File: config.mk
export PLATFORM = sky130hd
export DESIGN_NAME = fp_int_acc
export DESIGN_NICKNAME = d
export VERILOG_FILES = /design/src/rtl/fp_int_acc_pkg.sv /design/src/rtl/fp_int_acc_lead_one_det.sv /design/src/rtl/fp_int_acc.sv
export SDC_FILE = /design/constraint.sdc
export NUM_CORES = 1
export LEC_CHECK = 0
export ABC_AREA = 1
export CORE_ASPECT_RATIO = 0.7
export CORE_MARGIN = 2
export CORE_UTILIZATION = 35
export CTS_CLUSTER_SIZE = 30
export DETAILED_ROUTE_END_ITERATION = 16
export HOLD_SLACK_MARGIN = 0.08
export MAX_ROUTING_LAYER = met4
export PLACE_DENSITY = 0.59
export REMOVE_ABC_BUFFERS = 1
export SYNTH_ARGS = -nofsm -noshare
export SYNTH_HDL_FRONTEND = slang
export SYNTH_SLANG_ARGS = --single-unit
File: constraint.sdc
create_clock -name clk -period 6.5 [get_ports clk]
set_input_delay 1.3 -clock clk [delete_from_list [all_inputs] [get_ports clk]]
set_output_delay 1.3 -clock clk [all_outputs]
set_load 0.02 [all_outputs]
File: src/rtl/fp_int_acc_pkg.sv
// +----------------------------------------------------------------------------+
// | Package : fp_int_pkg                                                       |
// | Shared constants, FSM encoding and fp32 packing helper for fp_int_acc.     |
// | FP_INT_ACC_ROUND_RNE_EN adds the NORM2 rounding state.                     |
// | Revision: 1.0                                                              |
// +----------------------------------------------------------------------------+
`default_nettype none

package fp_int_pkg;

  localparam int          FP16_BIAS  = 15;
  localparam int          FP32_BIAS  = 127;
  localparam int          MANT_FRAC  = 10;
  localparam int          LSB_EXP    = -24;
  // Leading-one index p maps to an fp32 biased exponent of p + LSB_EXP + FP32_BIAS.
  localparam int          EXP_OFFSET = 103;
  localparam logic [31:0] FP32_QNAN  = 32'h7FC0_0000;

`ifdef FP_INT_ACC_ROUND_RNE_EN
  typedef enum logic [1:0] {
    ST_ACC   = 2'd0,
    ST_NORM  = 2'd1,
    ST_OUT   = 2'd2,
    ST_NORM2 = 2'd3
  } state_t;
`else
  typedef enum logic [1:0] {
    ST_ACC  = 2'd0,
    ST_NORM = 2'd1,
    ST_OUT  = 2'd2
  } state_t;
`endif

  function automatic logic [31:0] fp32_pack(input logic       sgn,
                                            input logic [7:0] exp,
                                            input logic [22:0] man);
    return {sgn, exp, man};
  endfunction

endpackage

`default_nettype wire

File: src/rtl/fp_int_acc_lead_one_det.sv
// +----------------------------------------------------------------------------+
// | Module  : lead_one_det                                                     |
// | Combinational leading-one detector: index of the highest set bit + zero.   |
// | Revision: 1.0                                                              |
// +----------------------------------------------------------------------------+
`default_nettype none

module lead_one_det #(
  parameter int WIDTH = 48,
  parameter int POS_W = $clog2(WIDTH)
) (
  input  logic [WIDTH-1:0] din,
  output logic [POS_W-1:0] pos,
  output logic             zero
);

  // Ascending scan so the highest set bit is the last one written.
  always_comb begin
    pos = '0;
    for (int i = 0; i < WIDTH; i++) begin
      if (din[i]) pos = POS_W'(i);
    end
  end

  assign zero = (din == '0);

endmodule

`default_nettype wire

File: src/rtl/fp_int_acc.sv
// +----------------------------------------------------------------------------+
// | Module  : fp_int_acc                                                       |
// | Exact fixed-point accumulation of fp16 x int4 products, fp32 normalisation.|
// | Define FP_INT_ACC_ROUND_RNE_EN for round-to-nearest-even (+1 cycle).       |
// | Revision: 1.0                                                              |
// +----------------------------------------------------------------------------+
`default_nettype none

module fp_int_acc
  import fp_int_pkg::*;
#(
  parameter int NUM_TERMS  = 16,
  parameter int ACC_WIDTH  = 48,
  parameter int MANT_WIDTH = 14,
  parameter int EXP_WIDTH  = 5
) (
  input  logic                  clk,
  input  logic                  rst,
  input  logic                  start_acc,
  input  logic                  sign_in,
  input  logic [EXP_WIDTH-1:0]  exp_in,
  input  logic [MANT_WIDTH-1:0] mant_in,
  input  logic                  clear,
  output logic                  acc_ready,
  output logic                  res_valid,
  input  logic                  res_ready,
  output logic [31:0]           result,
  output logic                  drop_err,
  output logic [4:0]            term_cnt
);

  localparam int         POS_W       = $clog2(ACC_WIDTH);
  localparam logic [4:0] C_LAST_TERM = 5'(NUM_TERMS);

  state_t               r_state;
  state_t               w_state_nxt;
  logic [ACC_WIDTH-1:0] r_acc;
  logic [4:0]           r_term_cnt;
  logic                 r_special;
  logic                 r_drop_err;
  logic [31:0]          r_result;

  logic                 w_accept;
  logic                 w_last;
  logic                 w_handshake;
  logic [EXP_WIDTH-1:0] w_shamt;
  logic                 w_exp_special;
  logic [ACC_WIDTH-1:0] w_term_mag;
  logic [ACC_WIDTH-1:0] w_term;

  assign acc_ready   = rst && (r_state == ST_ACC);
  assign res_valid   = (r_state == ST_OUT);
  assign result      = r_result;
  assign drop_err    = r_drop_err;
  assign term_cnt    = r_term_cnt;

  assign w_accept    = start_acc && acc_ready && !clear;
  assign w_last      = w_accept && ((r_term_cnt + 5'd1) == C_LAST_TERM);
  assign w_handshake = (r_state == ST_OUT) && res_ready;

  // Subnormal fp16 exponent 0 carries the same weight as exponent 1.
  assign w_exp_special = (exp_in == '1);
  assign w_shamt       = (exp_in == '0) ? '0 : (exp_in - EXP_WIDTH'(1));
  assign w_term_mag    = ACC_WIDTH'(mant_in) << w_shamt;
  assign w_term        = sign_in ? -w_term_mag : w_term_mag;

  // Normalisation of the two's-complement sum.
  logic                 w_neg;
  logic [ACC_WIDTH-1:0] w_mag;
  logic [ACC_WIDTH-1:0] w_norm;
  logic [POS_W-1:0]     w_pos;
  logic [POS_W-1:0]     w_shift;
  logic                 w_zero;
  logic [7:0]           w_exp;

  assign w_neg   = r_acc[ACC_WIDTH-1];
  assign w_mag   = w_neg ? -r_acc : r_acc;

  lead_one_det #(
    .WIDTH (ACC_WIDTH),
    .POS_W (POS_W)
  ) u_lead_one_det (
    .din  (w_mag),
    .pos  (w_pos),
    .zero (w_zero)
  );

  assign w_shift = POS_W'(ACC_WIDTH - 1) - w_pos;
  assign w_norm  = w_mag << w_shift;
  assign w_exp   = 8'(w_pos) + 8'(EXP_OFFSET);

  logic        w_res_neg;
  logic        w_res_zero;
  logic [7:0]  w_res_exp;
  logic [22:0] w_res_mant;
  logic        w_res_load;
  logic [31:0] w_res_nxt;
  logic        w_unused;

`ifdef FP_INT_ACC_ROUND_RNE_EN
  logic [ACC_WIDTH-2:0] r_frac;
  logic [7:0]           r_exp;
  logic                 r_neg;
  logic                 r_zero;
  logic                 w_guard;
  logic                 w_lsb;
  logic                 w_sticky;
  logic                 w_round_up;
  logic [23:0]          w_rnd;

  always_ff @(posedge clk or negedge rst) begin
    if (!rst) begin
      r_frac <= '0;
      r_exp  <= '0;
      r_neg  <= 1'b0;
      r_zero <= 1'b0;
    end else if (r_state == ST_NORM) begin
      r_frac <= w_norm[ACC_WIDTH-2:0];
      r_exp  <= w_exp;
      r_neg  <= w_neg;
      r_zero <= w_zero;
    end
  end

  assign w_lsb      = r_frac[ACC_WIDTH-24];
  assign w_guard    = r_frac[ACC_WIDTH-25];
  assign w_sticky   = |r_frac[ACC_WIDTH-26:0];
  assign w_round_up = w_guard && (w_sticky || w_lsb);
  // An all-ones mantissa rounding up wraps to zero and bumps the exponent.
  assign w_rnd      = {1'b0, r_frac[ACC_WIDTH-2 -: 23]} + 24'(w_round_up);

  assign w_res_neg  = r_neg;
  assign w_res_zero = r_zero;
  assign w_res_exp  = r_exp + 8'(w_rnd[23]);
  assign w_res_mant = w_rnd[22:0];
  assign w_res_load = (r_state == ST_NORM2);
  assign w_unused   = w_norm[ACC_WIDTH-1];
`else
  assign w_res_neg  = w_neg;
  assign w_res_zero = w_zero;
  assign w_res_exp  = w_exp;
  assign w_res_mant = w_norm[ACC_WIDTH-2 -: 23];
  assign w_res_load = (r_state == ST_NORM);
  assign w_unused   = ^{w_norm[ACC_WIDTH-1], w_norm[ACC_WIDTH-25:0]};
`endif

  assign w_res_nxt = r_special  ? FP32_QNAN :
                     w_res_zero ? 32'h0000_0000 :
                                  fp32_pack(w_res_neg, w_res_exp, w_res_mant);

  always_comb begin
    w_state_nxt = r_state;
    if (clear) begin
      w_state_nxt = ST_ACC;
    end else begin
      case (r_state)
        ST_ACC:   if (w_last) w_state_nxt = ST_NORM;
`ifdef FP_INT_ACC_ROUND_RNE_EN
        ST_NORM:  w_state_nxt = ST_NORM2;
        ST_NORM2: w_state_nxt = ST_OUT;
`else
        ST_NORM:  w_state_nxt = ST_OUT;
`endif
        ST_OUT:   if (res_ready) w_state_nxt = ST_ACC;
        default:  w_state_nxt = ST_ACC;
      endcase
    end
  end

  always_ff @(posedge clk or negedge rst) begin
    if (!rst) r_state <= ST_ACC;
    else      r_state <= w_state_nxt;
  end

  always_ff @(posedge clk or negedge rst) begin
    if (!rst) begin
      r_acc      <= '0;
      r_term_cnt <= '0;
      r_special  <= 1'b0;
      r_drop_err <= 1'b0;
      r_result   <= '0;
    end else begin
      if (start_acc && !acc_ready) r_drop_err <= 1'b1;

      if (clear || w_handshake) begin
        r_acc      <= '0;
        r_term_cnt <= '0;
        r_special  <= 1'b0;
      end else if (w_accept) begin
        r_term_cnt <= r_term_cnt + 5'd1;
        // Inf/NaN operands are counted but poison the result instead of summing.
        if (w_exp_special) r_special <= 1'b1;
        else               r_acc     <= r_acc + w_term;
      end

      if (clear)           r_result <= '0;
      else if (w_res_load) r_result <= w_res_nxt;
    end
  end

endmodule

`default_nettype wire

After elaboration in Yosys (flattened, before gate mapping) --
Index checks and enable logic that the tools add are counted.
Operators by class: add/subtract/negate cells 7, shift-type cells 2, reduce and logical (&&, ||, !) cells 18, eq/ne operators 7, multiplexer cells 66
Operators by type and width (count):
- two-way mux 48 bit | 5
- two-way mux 32 bit | 4
- two-way mux 6 bit | 16
- negator 48 bit | 2
- two-way mux 5 bit | 19
- adder 48 bit | 1
- zero test 48 bit | 1
- << shifter 14 x 5 -> 48 bit | 1
- << shifter 48 x 6 -> 47 bit | 1
- two-way mux 4 bit | 8
- two-way mux 3 bit | 4
- equality test 5 bit (second input constant) | 2
- two-way mux 2 bit | 5
- adder 6 x 7 -> 8 bit (second input constant) | 1
- logical AND 1 bit | 6
- one-hot mux 2 bit (3 select lines) | 1
- AND reduction 2 bit | 3
- nonzero test 2 bit | 3
- subtractor 6 bit (first input constant) | 1
- adder 5 x 1 -> 5 bit (second input constant) | 1
- zero test 5 bit | 1
- subtractor 5 x 1 -> 5 bit (second input constant) | 1
- two-way mux 1 bit | 4
- != test 3 x 2 -> 1 bit (second input constant) | 1
- other kinds (7) | 8
Storage, ports and cells: bits in registers 89, output and inout port bits 40, input port bits 25, logic and storage cells 106

Longest topological paths before layout --
Gate-level depths: netlist of run 1.
word-level depth 55, mapped depth 62, gate-level depth less buffers 61

Hierarchy --
From an unflattened synthesis of run 1, not the netlist that was laid out.
Second synthesis, totals: cells, all modules 2460, area, all modules 13800.7 µm²
Modules (own cells, without submodules):
- fp_int_acc | times used 1, area each 13162.6 µm², sequential area each 2227.1 µm², cells each 2301
- lead_one_det | times used 1, area each 638.1 µm², sequential area each 0.0 µm², cells each 159

Worst setup path before layout of run 1 --
No wires, ideal clock.
kind input -> register, start input exp_in[0], end register r_acc[46], stages on the path 47, required time 6.368 ns, data arrival time 6.609 ns, setup time 0.132 ns, path slack -0.241 ns, path buffers 1, cells stage by stage inv_1 ha_1 nand2_1 inv_1 nand2_2 nand2_1 buf_2 o21ai_0 nand2_1 nor3_1 nand2_1 ha_1 o21ai_0 fa_1 nor2_1 inv_1 o21ai_1 nand3_1 (+11 left out) a21oi_1 inv_1 a21oi_1 inv_1 nand2_1 a21oi_1 nand3_1 nand2_1 a21oi_1 o21ai_1 nand3_1 nand2_1 nand3_1 nand2_1 inv_1 o31ai_2 xor2_1 o21ai_1
Between the ends: longest elaborated chain between the ends 9, elaborated cells on any way between the ends 13, those cells by class add/sub: 3; eq/ne: 2; shift: 1; mux: 5; reduce/logical: 2
Ends and longest elaborated chain:
- start, declared | line fp_int_acc.sv:21 | input logic [EXP_WIDTH-1:0] exp_in,
- subtractor 5 x 1 -> 5 bit or zero test 5 bit (tied branches) | line fp_int_acc.sv:63 | assign w_shamt = (exp_in == '0) ? '0 : (exp_in - EXP_WIDTH'(1));
- two-way mux 5 bit | line fp_int_acc.sv:63
- << shifter 14 x 5 -> 48 bit | line fp_int_acc.sv:64 | assign w_term_mag = ACC_WIDTH'(mant_in) << w_shamt;
- negator 48 bit | line fp_int_acc.sv:65 | assign w_term = sign_in ? -w_term_mag : w_term_mag;
- two-way mux 48 bit | line fp_int_acc.sv:65
- adder 48 bit | line fp_int_acc.sv:193 | else r_acc <= r_acc + w_term;
- two-way mux 48 bit | line fp_int_acc.sv:192 | if (w_exp_special) r_special <= 1'b1;
- two-way mux 48 bit | line fp_int_acc.sv:189 | end else if (w_accept) begin
- two-way mux 48 bit | line fp_int_acc.sv:185 | if (clear || w_handshake) begin
- end signal, assigned | line fp_int_acc.sv:193
- end, declared | line fp_int_acc.sv:37 | logic [ACC_WIDTH-1:0] r_acc;
Parallel ways exist; a longest one is shown, timed or not. The select of a mux whose other input is x is not followed. A chain may end at the register's enable or synchronous reset.

Worst setup path in the final report of run 1 --
start input exp_in[0], end register r_acc[42]
The elaborated chain is that of the path after synthesis.

==> key figures, run 1 <==
Outcome
  • Status: completed

Floorplanning
  • Starting density of the core: 35.6%
  • Total core area: 34800 µm²
  • Area of the die: 37000 µm²
  • Site row count: 57
  • Die W: 229 µm
  • Die H: 162 µm
  • Top Ports: 65

Synth
  • Simple-gate area share of the yosys netlist: 44.8%
  • Synth Instances: 2136
  • Area leader, netlist: nand2_1
  • Seq cells post-synth: 89
  • Most common cell in the netlist: nand2_1
  • Asr flop ratio synth: 100%
  • Commonest cells in the netlist: nand2_1 (616), nand3_1 (327), inv_1 (229)
  • Synth warn: 0
  • Synth unique cells: 56
  • Largest family of logic cells by synthesized area: simple AND/OR/NAND/NOR gates
  • Yosys top cell area share: 18.6%
  • Complex-gate fraction of the synthesized area: 13.7%
  • Adder-cell share of the synthesized area: 5.71%
  • Mean Syn Cell Area: 5.81 µm²
  • Post-synthesis mux area share: 0.0807%
  • Main flop type after synthesis: dfrtp_1
  • Synth top area cells: nand2_1 (19%), dfrtp_1 (18%), nand3_1 (13%), inv_1 (6.9%), nor2_1 (6.2%)
  • Synthesized area: 12400 µm²
  • Sequential fraction of the synthesis area: 18.0%
  • Xor-xnor portion of the synthesized cell area: 6.67%
  • Post-synth EDFFs: 0

STA
  • Layout Skew: 17.8 ps
  • Achievable frequency: 0.155 GHz
  • Final hold viol count: 0
  • Min Hold Slack: 476 ps
  • Final min period: 6450 ps
  • Final worst-path cycle share: 99.2%
  • Final number of setup-violating endpoints: 0
  • Max-slew headroom: 27.0%
  • Pins Over Slew Limit: 0
  • Measured slew at the worst slew-check pin: 1080 ps
  • RSZ-0062 raised after global routing: yes

Cells and area
  • Sequential Area: 2230 µm²
  • FILL cells: 3657
  • Layout cells sized above 1: 24.6%
  • Synth-to-Final Area Change: 36.3%
  • Fin nets: 2542
  • Multi-input logic area: 9600 µm²

Power
  • Logic gate share of total power: 78.1%
  • Reg power frac: 12.1%
  • Overall Power: 5.44 mW
  • P_sw: 3.06 mW
  • Switch share: 56.2%
  • Clock power share: 9.8%
  • P_int: 2.38 mW
  • Power Dens Cells: 322 nW/µm²
  • Max VDD drop: 0.000195 V
  • Lkg Pwr: 8.69 nW

CTS
  • CTS buffer count: 9
  • Hold_buf cts: 0
  • Htree depth: 3
  • Total clock sinks: 89
  • CTS Root Cell: clkbuf_16
  • CTS tree: done
  • Worst-Skew Late Latency: 380 ps
  • Clock transition at the registers of the reported paths: 80 ps
  • Clk buf depth: 2

Drt
  • DRT Pass-1 Iters: 5
  • Vias per cell: 5.12
  • Via count: 15050
  • DRC viols: 0
  • 1st-iter DRT viols: 1309
  • Avg WL per Cell: 15.0 µm
  • DRT antenna net count: 0
  • Wirelength, routed: 44000 µm

Critical path
  • R2R setup slack: 570 ps
  • Worst EP arrival: 6710 ps
  • Launching point of the worst reg2reg path: r_acc[1]
  • Crit path max-delay cell type: or3b_4
  • Required @ worst endpoint: 6760 ps
  • Reg2Reg Depth: 41
  • Critical path class: input port to flip-flop
  • Worst path max stage delay: 420 ps
  • Crit path launch type: input port
  • CP Max Fanout: 8
  • Setup crit start: exp_in[0]
  • Worst setup EP type: flip-flop
  • Worst R2R End: result[7]
  • Most frequent CP cell: buf_4

Global routing
  • Initial antenna violation count: 0
  • Global route overflow: 0
  • First-pass GRT wire length: 71400 µm
  • Largest net degree at the start of global routing: 51
  • GRT Util Overall: 24.2%
  • Vias in the first global route: 14187

Place
  • IO buf count: 64
  • Gpl congestion: 0.938
  • Post-DP HPWL: 34200 µm

Min path
  • Worst min path class: flip-flop to flip-flop
  • Worst Hold Depth: 2
  • Worst Hold End: result[18]
  • Hold path start: result[18]

Run
  • Max cap viols: 0
[placed cells by master, fill, tap and decap left out, types with 10 or more instances in the layout]
| cell | instances |
|---|---|
| inv_1 | 216 |
| clkbuf_16 | 10 |
| nor3_1 | 19 |
| dfrtp_1 | 89 |
| nand2_1 | 580 |
| nand3_1 | 309 |
| inv_2 | 27 |
| nand3_2 | 48 |
| o21ai_1 | 38 |
| a21oi_2 | 15 |
| o21ai_2 | 26 |
| o21ai_0 | 86 |
| ha_1 | 50 |
| clkdlybuf4s50_1 | 58 |
| nand2_2 | 39 |
| nand4_1 | 12 |
| nor2_2 | 24 |
| o22ai_1 | 23 |
| xor2_1 | 72 |
| a21oi_1 | 52 |
| buf_4 | 322 |
| buf_6 | 12 |
| nor2_1 | 180 |
| xnor2_1 | 13 |
| a31oi_1 | 13 |
[per-layer routing]
layer  track usage, %  share of wire (%)
met1             35.0                 51
met2             34.8                 41
met3             5.26                6.7
met4             3.72                1.4
met5                -                  0
[critical path: cells and delay by family]
kind	cells	cell delay [ps]
AND/OR/NAND/NOR	21	2120
buffers and inverters	14	1520
AO/OA/AOI/OAI	10	1130
adder cells (fa/ha/maj)	2	450
XOR/XNOR	1	170
[power by group through the flow]
stage,clock network (mW),logic [mW],registers [mW]
after floorplan,0,2.59,0.647
after global placement,0,3.84,0.668
after detailed placement,0,3.85,0.668
after CTS,0.547,4.02,0.659
after global routing,0.569,4.72,0.665
final,0.532,4.25,0.660
[what timing repair did]
item	4_1_cts	5_1_grt
gates resized for setup	136	151
cloned	0	1
buffers inserted	61	18
setup endpoints to repair	22	20
endpoints found under the hold margin	0	0
pin swaps	69	100
[how the worst max path moves through the flow]
stage	end	slack, ps	cells past startpoint
2_1_floorplan	r_acc[47]	-900	38
3_3_place_gp	r_acc[47]	-1280	44
3_5_place_dp	r_acc[47]	-1400	45
4_1_cts	r_acc[46]	-70	50
5_1_grt	r_acc[46]	-390	50
6_report	r_acc[42]	50	48
[stage by stage]
step | setup TNS (ps) | utilization, % | cell area (µm²) | std cells | setup slack (ps)
2_1_floorplan | -8930 | - | 12000 | 2050 | -903
3_3_place_gp | -17430 | 43.6 | 15200 | 2847 | -1280
3_5_place_dp | -20930 | 43.6 | 15200 | 2847 | -1400
4_1_cts | -83.8 | 46.7 | 16200 | 2923 | -70.6
5_1_grt | -2490 | 48.6 | 16900 | 2938 | -389
6_report | 0 | 48.6 | 16900 | 2939 | 52.1
[sequential cells by signal (all words and copies together), names as in the netlist]
name,cells
r_special,1
r_state,2
term_cnt,5
drop_err,1
r_acc,48
result,32
[area by class of cell]
class | instances | area share [%]
tap | 472 | 3.49
antenna | 1 | 0.0148
inverter | 250 | 5.68
multi-input combinational | 1711 | 56.8
timing repair buffer | 400 | 19.1
clock inverter | 6 | 0.303
clock buffer | 10 | 1.41
sequential | 89 | 13.2
[cells by family (layout without fill, tap and decap cells)]
| family | count (synthesis) | in the layout |
|---|---|---|
| compound gates | 303 | 303 |
| fa+ha+maj | 56 | 56 |
| flops | 89 | 89 |
| mux | 1 | 1 |
| other cells | 0 | 1 |
| buf+inv | 336 | 666 |
| xor+xnor | 91 | 91 |
| simple gates | 1260 | 1260 |
(Power assumes the default switching activity.)
==> run 2: changes to the inputs <==
--- a/config.mk
+++ b/config.mk
@@ -8,12 +8,12 @@
 export ABC_AREA = 1
 export CORE_ASPECT_RATIO = 0.7
 export CORE_MARGIN = 2
-export CORE_UTILIZATION = 35
+export CORE_UTILIZATION = 30
 export CTS_CLUSTER_SIZE = 30
 export DETAILED_ROUTE_END_ITERATION = 16
 export HOLD_SLACK_MARGIN = 0.08
 export MAX_ROUTING_LAYER = met4
-export PLACE_DENSITY = 0.59
+export PLACE_DENSITY = 0.54
 export REMOVE_ABC_BUFFERS = 1
 export SYNTH_ARGS = -nofsm -noshare
 export SYNTH_HDL_FRONTEND = slang
==> run 2 against run 1 <==
Effect of this change:
- the flow now finishes with violations (negative setup slack)
- fmax is 6.0% lower
- hold slack worse by 1.2 ps
- routed wire length grew 4.7%
- worst setup slack lost 410 ps
- non-clock buffer count did not move
- via count rose by 0.94%
- largest cell class unchanged
==> key figures, run 2 (synthesis results as in run 1) <==
STA
  • Achievable frequency: 0.146 GHz (was 0.155 GHz)
  • RSZ-0062 raised after global routing: yes (unchanged)
  • Max-slew headroom: 26.4% (was 27.0%)
  • Final min period: 6860 ps (was 6450 ps)
  • Post-route setup slack: -360 ps (was 52.1 ps)
  • Min Hold Slack: 475 ps (was 476 ps)
  • Layout Skew: 11.7 ps (was 17.8 ps)
  • Measured slew at the worst slew-check pin: 1090 ps (was 1080 ps)
  • Final number of setup-violating endpoints: 10 (was 0)
  • Final hold viol count: 0 (unchanged)
  • Pins Over Slew Limit: 0 (unchanged)
  • Final worst-path cycle share: 106% (was 99.2%)

Critical path
  • Worst Setup EP: r_acc[47] (was r_acc[42])
  • Required @ worst endpoint: 6820 ps (was 6760 ps)
  • Launching point of the worst reg2reg path: r_acc[1] (unchanged)
  • CP Max Fanout: 7 (was 8)
  • Crit path max-delay cell type: ha_1 (was or3b_4)
  • Most frequent CP cell: nand2_1 (was buf_4)
  • Critical path class: input port to flip-flop (unchanged)
  • Worst R2R End: result[19] (was result[7])
  • R2R setup slack: 670 ps (was 570 ps)
  • Worst setup EP type: flip-flop (unchanged)
  • Setup crit start: exp_in[0] (unchanged)
  • Worst path max stage delay: 350 ps (was 420 ps)
  • Worst EP arrival: 7170 ps (was 6710 ps)
  • Reg2Reg Depth: 43 (was 41)
  • Crit path launch type: input port (unchanged)

Global routing
  • Initial antenna violation count: 1 (was 0)
  • GRT Util Overall: 22.0% (was 24.2%)
  • Gr busiest metal: met1 (unchanged)
  • Met2 Resource Use GR: 31.1% (was 34.8%)
  • GRT met1 Usage: 32.7% (was 35.0%)
  • Vias in the first global route: 14357 (was 14187)
  • Global route overflow: 0 (unchanged)
  • Largest net degree at the start of global routing: 51 (unchanged)
  • First-pass GRT wire length: 74400 µm (was 71400 µm)
  • Met3 GRT Util: 4.51% (was 5.26%)

Cells and area
  • Commonest non-fill, non-tap cell in the layout: nand2_1 (unchanged)
  • Fin nets: 2542 (unchanged)
  • Layout cells sized above 1: 23.7% (was 24.6%)
  • Top reg by flops: r_acc (unchanged)
  • Design area: 16800 µm² (was 16900 µm²)
  • Core Util, Final: 41.2% (was 48.6%)
  • Synth-to-Final Area Change: 35.8% (was 36.3%)
  • Diode count: 0 (was 1)
  • Most frequent cells in the layout: nand2_1 (591), buf_4 (320), nand3_1 (313) (was nand2_1 (580), buf_4 (322), nand3_1 (309))
  • Max reg flops: 48 (unchanged)

Drt
  • DRT antenna net count: 0 (unchanged)
  • 1st-iter DRT viols: 1453 (was 1309)
  • Avg WL per Cell: 15.3 µm (was 15.0 µm)
  • Via count: 15192 (was 15050)
  • Wirelength, routed: 46100 µm (was 44000 µm)
  • DRT Pass-1 Iters: 5 (unchanged)
  • Vias per cell: 5.05 (was 5.12)
  • DRC viols: 0 (unchanged)

CTS
  • CTS Root Cell: clkbuf_16 (unchanged)
  • Htree depth: 3 (unchanged)
  • Clk buf depth: 2 (unchanged)
  • CTS buffer count: 9 (unchanged)
  • Worst-Skew Late Latency: 390 ps (was 380 ps)
  • CTS tree: done (unchanged)
  • Total clock sinks: 89 (unchanged)
  • Clock transition at the registers of the reported paths: 70 ps (was 80 ps)

Floorplanning
  • Die W: 247 µm (was 229 µm)
  • Total core area: 40900 µm² (was 34800 µm²)
  • Starting density of the core: 30.3% (was 35.6%)
  • Site row count: 62 (was 57)
  • Die H: 174 µm (was 162 µm)
  • Area of the die: 43000 µm² (was 37000 µm²)
  • Top Ports: 65 (unchanged)

Place
  • Setup WS pre-CTS: -1610 ps (was -1400 ps)
  • IO buf count: 64 (unchanged)
  • Post-DP HPWL: 36300 µm (was 34200 µm)
  • Post-place instance area: 15300 µm² (was 15200 µm²)
  • Gpl congestion: 0.954 (was 0.938)

Power
  • Overall Power: 5.51 mW (was 5.44 mW)
  • Power Dens Cells: 327 nW/µm² (was 322 nW/µm²)
  • Lkg Pwr: 8.68 nW (was 8.69 nW)
  • Max VDD drop: 0.000210 V (was 0.000195 V)

Min path
  • Worst min path class: flip-flop to flip-flop (unchanged)

Outcome
  • Status: finished, violations left (was completed)
  • Violated checks: negative setup slack

Run
  • Max cap viols: 0 (unchanged)
==> run 2: how the worst min path moves through the flow <==
stage	startpoint	end	cells after the start
after floorplan	r_special	r_special	2
after global placement	drop_err	drop_err	1
after detailed placement	drop_err	drop_err	1
after CTS	drop_err	drop_err	1
after global routing	result[17]	result[17]	2
final	drop_err	drop_err	1
==> run 2: worst max-delay path: cells and delay by family <==
family / cells / cell delay, ps
AO/OA/AOI/OAI: 12 / 1520
XOR/XNOR: 3 / 400
adder cells (fa/ha/maj): 2 / 480
buffers and inverters: 9 / 970
AND/OR/NAND/NOR: 22 / 2470
==> run 2: what timing repair did <==
item | 4_1_cts | 5_1_grt
gates cloned | 1 | 0
buffers inserted | 49 | 28
resized for setup | 158 | 88
setup endpoints to repair | 22 | 19
pin swaps | 48 | 61
hold buffers | 0 | 0
==> run 2: layout make-up <==
type / instances / area, µm²
Fill cell: 4397 / 24000
Multi-Input combinational cell: 1711 / 9430
Timing Repair Buffer: 400 / 3250
Sequential cell: 89 / 2230
Inverter: 250 / 951
Tap cell: 544 / 681
Clock buffer: 10 / 239
Clock inverter: 6 / 75.1
==> run 2: stage by stage <==
| stage | cells | setup TNS [ps] |
|---|---|---|
| 2_1_floorplan | 2050 | -8930 |
| 4_1_cts | 2988 | -207 |
| 3_5_place_dp | 2923 | -23840 |
| 3_3_place_gp | 2923 | -21640 |
| 5_1_grt | 3010 | -7670 |
| 6_report | 3010 | -1370 |
==> run 2: power by group <==
group	switching, mW	total, mW	leakage, nW	internal [mW]
registers	0.0669	0.659	1.22	0.592
logic	2.78	4.27	7.31	1.50
clock network	0.268	0.582	0.151	0.314
total	3.11	5.51	8.68	2.40
==> run 2: per-layer routing <==
layer	up-vias	share of wire (%)
met1	7102	51
met2	394	42
met5	-	0
met3	26	6.3
met4	0	0.73
li1	7670	-
